<file path="config.mk">
export PLATFORM = sky130hd
export DESIGN_NAME = cpu_control_unit
export DESIGN_NICKNAME = d
export VERILOG_FILES = /design/src/rtl/cpu_control_unit.sv
export SDC_FILE = /design/constraint.sdc
export NUM_CORES = 1
export LEC_CHECK = 0
export CAP_MARGIN = 25
export CORE_MARGIN = 2
export CORE_UTILIZATION = 35
export CTS_CLUSTER_DIAMETER = 80
export DETAILED_ROUTE_END_ITERATION = 7
export PLACE_DENSITY = 0.58
export SYNTH_ARGS = -nofsm -noshare
export SYNTH_HDL_FRONTEND = slang
export SYNTH_SLANG_ARGS = --single-unit
export TNS_END_PERCENT = 5
</file>
<file path="constraint.sdc">
create_clock -name clk -period 4.4 [get_ports clk]
set_input_delay 0.88 -clock clk [delete_from_list [all_inputs] [get_ports clk]]
set_output_delay 0.88 -clock clk [all_outputs]
set_load 0.02 [all_outputs]
</file>
<file path="src/rtl/cpu_control_unit.sv">
`default_nettype none
// ============================================================================
//  Module      : cpu_control_unit
//  Description : Multi-cycle (FETCH/EXEC) control unit. Fetches 16-bit
//                instructions, decodes them for one EXEC cycle into the
//                datapath control word, and sequences the program counter.
//  Revision    : 1.0 - initial release
// ============================================================================
module cpu_control_unit #(
    parameter int              PC_W     = 16,
    parameter logic [PC_W-1:0] RESET_PC = '0
) (
    input  logic            clk,
    input  logic            rst_n,
    output logic            imem_req,
    output logic [PC_W-1:0] imem_addr,
    input  logic            imem_valid,
    input  logic [15:0]     imem_data,
    input  logic            z_in,
    input  logic            n_in,
    output logic [2:0]      DA,
    output logic [2:0]      AA,
    output logic [2:0]      BA,
    output logic            MB,
    output logic [3:0]      FS,
    output logic            MD,
    output logic            RW,
    output logic            mem_we,
    output logic [15:0]     const_out,
    output logic            halted,
    output logic            illegal
);

    typedef enum logic [1:0] {
        S_FETCH = 2'd0,
        S_EXEC  = 2'd1,
        S_HALT  = 2'd2
    } state_t;

    localparam logic [6:0] c_OP_LD  = 7'b0010000;
    localparam logic [6:0] c_OP_ST  = 7'b0100000;
    localparam logic [6:0] c_OP_BRZ = 7'b1100000;
    localparam logic [6:0] c_OP_BRN = 7'b1100001;
    localparam logic [6:0] c_OP_HLT = 7'b0111111;

    state_t          state_q, state_d;
    logic [PC_W-1:0] pc_q, pc_d;
    logic [15:0]     ir_q, ir_d;
    logic            illegal_q, illegal_d;

    // Instruction fields
    logic [6:0]      w_op;
    logic [2:0]      w_dr, w_sa, w_sb;
    logic [5:0]      w_off6;
    logic [PC_W-1:0] w_off;
    logic [PC_W-1:0] w_pc_inc;

    assign w_op     = ir_q[15:9];
    assign w_dr     = ir_q[8:6];
    assign w_sa     = ir_q[5:3];
    assign w_sb     = ir_q[2:0];
    assign w_off6   = {w_dr, w_sb};
    assign w_off    = {{(PC_W-6){w_off6[5]}}, w_off6};
    assign w_pc_inc = pc_q + PC_W'(1);

    assign imem_addr = pc_q;
    assign halted    = (state_q == S_HALT);
    assign illegal   = illegal_q;

    // State, PC, IR and sticky illegal flag registers
    always_ff @(posedge clk or negedge rst_n) begin
        if (!rst_n) begin
            state_q   <= S_FETCH;
            pc_q      <= RESET_PC;
            ir_q      <= '0;
            illegal_q <= 1'b0;
        end else begin
            state_q   <= state_d;
            pc_q      <= pc_d;
            ir_q      <= ir_d;
            illegal_q <= illegal_d;
        end
    end

    // Next-state logic and control-word decode; outputs are zero outside EXEC
    always_comb begin
        state_d   = state_q;
        pc_d      = pc_q;
        ir_d      = ir_q;
        illegal_d = illegal_q;
        imem_req  = 1'b0;
        DA        = 3'd0;
        AA        = 3'd0;
        BA        = 3'd0;
        MB        = 1'b0;
        FS        = 4'b0000;
        MD        = 1'b0;
        RW        = 1'b0;
        mem_we    = 1'b0;
        const_out = 16'd0;

        case (state_q)
            S_FETCH: begin
                imem_req = 1'b1;
                if (imem_valid) begin
                    ir_d    = imem_data;
                    state_d = S_EXEC;
                end
            end

            S_EXEC: begin
                const_out = {13'd0, w_sb};
                pc_d      = w_pc_inc;
                state_d   = S_FETCH;
                // ALU reg (000) and ALU imm (100) share decode, op[6] selects the constant
                if (w_op[5:4] == 2'b00 && (w_op[6:4] == 3'b000 || w_op[6:4] == 3'b100)) begin
                    DA = w_dr;
                    AA = w_sa;
                    BA = w_sb;
                    MB = w_op[6];
                    FS = w_op[3:0];
                    RW = 1'b1;
                end else begin
                    case (w_op)
                        c_OP_LD: begin
                            DA = w_dr;
                            AA = w_sa;
                            MD = 1'b1;
                            RW = 1'b1;
                        end
                        c_OP_ST: begin
                            AA     = w_sa;
                            BA     = w_sb;
                            mem_we = 1'b1;
                        end
                        c_OP_BRZ: begin
                            AA = w_sa;
                            if (z_in) pc_d = w_pc_inc + w_off;
                        end
                        c_OP_BRN: begin
                            AA = w_sa;
                            if (n_in) pc_d = w_pc_inc + w_off;
                        end
                        c_OP_HLT: begin
                            pc_d    = pc_q;
                            state_d = S_HALT;
                        end
                        default: begin
                            illegal_d = 1'b1;
                        end
                    endcase
                end
            end

            S_HALT: begin
                state_d = S_HALT;
            end

            default: begin
                state_d = S_FETCH;
            end
        endcase
    end

endmodule
`default_nettype wire

</file>
# After elaboration in Yosys (flattened, before gate mapping)

Index checks and enable logic that the tools add are counted.
W data, S select, Z words.

Bits in latches: 0
RAM bits: 0
Memories kept: 0
Input port bits: 21
Memory bits (read-only): 0
Register bits: 35

Multiplexer cells: 31
Magnitude comparators: 0
Div/mod/pow operators: 0
Shifts and indexed selects: 0
$mul: 0
Bitwise operators: 2
$add $sub $neg: 2
Eq/ne operators: 10
Reduce and logical (&&, ||, !) cells: 10

Operators with widths:

| cell                    | number |
|---|---|
| $mux W16                | 3 |
| $pmux W16 S3            | 1 |
| $mux W3                 | 10 |
| $add A16 B1 Y16 const B | 1 |
| $add A16 B16 Y16        | 1 |
| $eq A7 B6 Y1 const B    | 2 |
| $eq A7 B7 Y1 const B    | 2 |
| $mux W1                 | 11 |
| $mux W4                 | 2 |
| $eq A7 B5 Y1 const B    | 1 |
| $mux W2                 | 3 |
| $pmux W2 S3             | 1 |
| $reduce_or A5 Y1        | 1 |
| $logic_not A2 Y1        | 2 |
| $ne A2 B2 Y1 const B    | 2 |
| $reduce_and A2 Y1       | 2 |
| $reduce_or A4 Y1        | 1 |
| $eq A3 B3 Y1 const B    | 1 |
| $logic_not A3 Y1        | 1 |
| $reduce_and A3 Y1       | 1 |
| $eq A2 B1 Y1 const B    | 1 |
| $eq A2 B2 Y1 const B    | 1 |
| $not A1 Y1              | 2 |
| $logic_and A1 B1 Y1     | 1 |
| $logic_or A1 B1 Y1      | 1 |

# Logic depth before layout (Yosys ltp)

Depth in word-level cells: 5
Mapped depth: 14

# Least setup slack after synthesis

OpenSTA, ideal clock, no wires.

Path kind: reg2reg
From: register pc_q[0] (netlist: imem_addr[0])
To: register pc_q[15] (netlist: imem_addr[15])
Period minus slack after synthesis: 3.220 ns
Arrival: 3.087 ns
Setup time: 0.133 ns
Setup slack: 1.180 ns
Path buffers: 1
Data required time: 4.267 ns
Stages on the path, launching flop included: 15
Cell sequence: dfrtp_1 ha_1 nand4_1 nor2_1 and4_1 xor2_1 ha_1 clkbuf_1 a21oi_1 o21ai_0 a21oi_1 o31ai_4 or4_1 o2111ai_1 o211ai_1

Longest elaborated chain between the ends: 5
Elaborated cells between the ends (all ways): 6
Classes of those cells: add/sub: 2; mux: 4

Ends and longest elaborated chain:

| element                            | line     | source |
|---|---|---|
| from (decl)                        | 47       | `logic [PC_W-1:0] pc_q, pc_d;` |
| from (signal assigned)             | 79       | `pc_q <= pc_d;` |
| $add A16 B1 Y16 (*)                | 64       | `assign w_pc_inc = pc_q + PC_W'(1);` |
| $add A16 B16 Y16                   | 138, 142 |  |
| $mux W16, on equally long branches | 142, 138 |  |
| $pmux W16 S3                       | 124      | `case (w_op)` |
| $mux W16 (*)                       | 116      | `if (w_op[5:4] == 2'b00 && (w_op[6:4] == 3'b000 \|\| w_op[6:4] == 3'b100)) begin` |

Every way passes the cells marked *; elsewhere a longest branch is shown, timed or not.
A chain may end at the register's enable or synchronous reset.

# Final worst setup path

From: register ir_q[10]
To: output port DA[2]

Longest elaborated chain between the ends: 4

Ends and longest elaborated chain:

| element                | line | source |
|---|---|---|
| from (decl)            | 48   | `logic [15:0] ir_q, ir_d;` |
| from (signal assigned) | 80   | `ir_q <= ir_d;` |
| $eq A7 B5 Y1           | 124  |  |
| $mux W3                | 124  |  |
| $mux W3                | 116  |  |
| $mux W3                | 102  | `case (state_q)` |
| to (decl)              | 21   | `output logic [2:0] DA,` |

No other way between the ends.

==> impl_metrics.env <==
export IMPL_status="finished clean"
export IMPL_max_slew_margin_rel=0.432
export IMPL_tritoncts="done"
export IMPL_critPathLaunchType="register"
export IMPL_ir_drop_uv=170
export IMPL_crit_buf_inv=1
export IMPL_slowest_delay_ns=0.60
export IMPL_vias=2557
export IMPL_die_area_um2=9050
export IMPL_p_leak_nw=1.53
export IMPL_rows=33
export IMPL_crit_type="register to output port"
export IMPL_grt_overflow=0
export IMPL_pin_count=73
export IMPL_yosys_warnings=0
export IMPL_cts_setup_buffers=0
export IMPL_crit_arrival_ns=2.96
export IMPL_maxSlewViolCount=0
export IMPL_clk_pin_slew_ns=0.08
export IMPL_cts_root_buf="clkbuf_8"
export IMPL_crit_top_cell="and2_1"
export IMPL_syn2layout_area_growth_pct=25.9
export IMPL_rsz0062_at_grt="false"
export IMPL_synth_simple_gate_area_frac=0.220
export IMPL_wl_per_cell_um=15.4
export IMPL_synthAdderAreaFrac=0.0887
export IMPL_drtIter0Drc=147
export IMPL_synth_seq_cells=35
export IMPL_fin_skew_ns=0.00959
export IMPL_yosysUniqueCellTypes=58
export IMPL_drtPass1Iterations=4
export IMPL_tightest_slew_ns=0.852
export IMPL_muxShareOfSynthArea=0.0680
export IMPL_cp_data_required_time_ns=3.52
export IMPL_initial_core_util=0.357
export IMPL_worst_path_max_fanout=4
export IMPL_cts_hold_buf=0
export IMPL_drc=0
export IMPL_period_share=0.872
export IMPL_antenna_cells=0
export IMPL_end_kind="output port"
export IMPL_postRouteAntennaNets=0
export IMPL_avgViaCountPerCell=5.20
export IMPL_seq_area_frac_synth=0.301
export IMPL_synthXorXnorAreaFrac=0.0754
export IMPL_synth_area_leaders="dfrtp_1 30%, ha_1 8.2%, mux2_2 5.4%, xnor2_1 4.2%, a21oi_1 4.0%"
export IMPL_grt_pass1_vias=2507
export IMPL_fp_dieW_um=95.1
export IMPL_coreArea_um2=8130
export IMPL_slowest_stage="clkdlybuf4s50_1"
export IMPL_post_synth_top_area_cell="dfrtp_1"
export IMPL_drv_cap=0
export IMPL_hold_path_class="register to register"
export IMPL_ys_flop_type="dfrtp_1"
export IMPL_p_per_area_nw_per_um2=502
export IMPL_netlist_area_um2=2910
export IMPL_layout_drive_gt1_share=0.0879
export IMPL_wl_mm=7.56
export IMPL_h_tree_depth=2
export IMPL_synth_edff_count=0
export IMPL_fmax_ghz=0.261
export IMPL_num_nets_final=427
export IMPL_synthesis_instances=331
export IMPL_grt_pass1_wl_mm=12.4
export IMPL_instances_no_fill=492
export IMPL_synth_top_family_by_area="simple AND/OR/NAND/NOR gates"
export IMPL_async_flop_share=1.00
export IMPL_antenna_found_initial=0
export IMPL_die_y_um=95.1
export IMPL_cts_sinks=35
export IMPL_cts_resized=0
export IMPL_place_congestion=0.936
export IMPL_hpwlAfterDp_mm=5.55
export IMPL_dp_cells=484
export IMPL_cts_inserted_buffers=5
export IMPL_synth_top_cell_area_share=0.301
export IMPL_setup_tns_ns=0
export IMPL_finalCriticalPeriod_ns=3.84
export IMPL_final_setup_viol_count=0
export IMPL_cp_cell_sequence="or3_4 > or3_1 > and2_1 > nor3_1 > and2_1 > clkdlybuf4s50_1"
export IMPL_synth_compound_area_share=0.178
export IMPL_max_clock_path_buffers=2
export IMPL_hold_viol=0
export IMPL_synth_area_per_cell_um2=8.78
export IMPL_critPathTopFamily="simple AND/OR/NAND/NOR gates"
export IMPL_grt_max_degree=36
export IMPL_grtUsageTotal=0.176
export IMPL_portBuffers=59
export IMPL_clock_latency_ns=0.29
## worst paths after layout
check	to	startpoint	slack, ns	cells after the start
max reg2reg	imem_addr[15]	imem_addr[0]	0.85	13
min in group asynchronous	imem_addr[13]	rst_n	0.69	1
max	DA[2]	ir_q[10]	0.56	6
min reg2reg	ir_q[4]	ir_q[4]	0.50	1
max in group asynchronous	imem_addr[3]	rst_n	3.17	1
min	ir_q[4]	ir_q[4]	0.50	1
## state kept, by name, indices dropped and copies added, names as in the netlist
signal and flops:
state_q 2, ir_q 16, illegal 1, imem_addr 16
## cells by family after synthesis
family | count (synthesis)
XOR/XNOR | 25
AO/OA/AOI/OAI | 80
AND/OR/NAND/NOR | 118
adder cells (fa/ha/maj) | 20
other | 1
multiplexers | 18
buffers and inverters | 34
flip-flops | 35
## through the flow
step / instance area (um2) / utilization / hold slack [ns] / worst slack [ns] / power, mW
after detailed placement: 3520 / 0.433 / 0.488 / 0.831 / 1.47
after global routing: 3660 / 0.450 / 0.525 / 0.448 / 1.98
final: 3660 / 0.450 / 0.500 / 0.562 / 1.84
after global placement: 3520 / 0.433 / 0.482 / 0.899 / 1.46
after floorplan: 2950 / - / 0.472 / 1.18 / 1.19
after CTS: 3660 / 0.450 / 0.509 / 0.503 / 1.84
## cell usage after synthesis, types with 2 or more instances
cell / instances
nand2_1: 25
o22ai_1: 4
or3_4: 2
clkbuf_1: 8
or3_1: 2
buf_2: 2
o21bai_1: 2
nor3_1: 3
mux2i_1: 4
o211ai_1: 4
buf_6: 2
a21o_1: 5
ha_1: 19
a21oi_1: 23
nand2b_1: 2
xnor2_1: 14
mux2_2: 14
o31ai_1: 2
inv_1: 9
and2_1: 14
nand4_1: 4
o21ai_0: 19
o311ai_0: 2
and3_1: 7
xor2_1: 11
nand3_1: 12
o32a_1: 2
a31oi_1: 2
a211oi_1: 4
nand4b_1: 2
nor2b_1: 3
and4_1: 4
buf_4: 13
nor2_1: 28
dfrtp_1: 35
## cell usage in the layout (no fill, tap or decap), types with 5 or more instances in the layout
cell type / n
ha_1: 19
a21o_1: 5
a21oi_1: 23
clkbuf_8: 5
nor2_1: 28
clkdlybuf4s50_1: 58
xor2_1: 11
inv_1: 9
nand3_1: 12
dfrtp_1: 35
nand2_1: 25
and3_1: 7
conb_1: 13
and2_1: 14
xnor2_1: 14
mux2_2: 14
o21ai_0: 19
## layer usage
layer	share of wire	vias to the layer above	GRT usage	wire, um
met4	0.0085	0	0.0435	64
met2	0.46	58	0.283	3440
li1	-	1272	-	-
met5	0	-	0	0
met3	0.049	7	0.0356	373
met1	0.49	1220	0.241	3680
## power breakdown
| group | internal (mW) | switching (mW) | leakage (nW) |
|---|---|---|---|
| registers | 0.391 | 0.114 | 0.412 |
| logic | 0.443 | 0.524 | 1.05 |
| clock network | 0.226 | 0.137 | 0.0644 |
## final cells by class
class | instances | area, um2
Timing Repair Buffer | 61 | 601
Clock inverter | 3 | 67.6
Fill cell | 800 | 4480
Tap cell | 105 | 131
Multi-Input combinational cell | 274 | 1880
Inverter | 9 | 33.8
Clock buffer | 5 | 68.8
Sequential cell | 35 | 876
No activity file was read; power rests on OpenSTA's default activity.
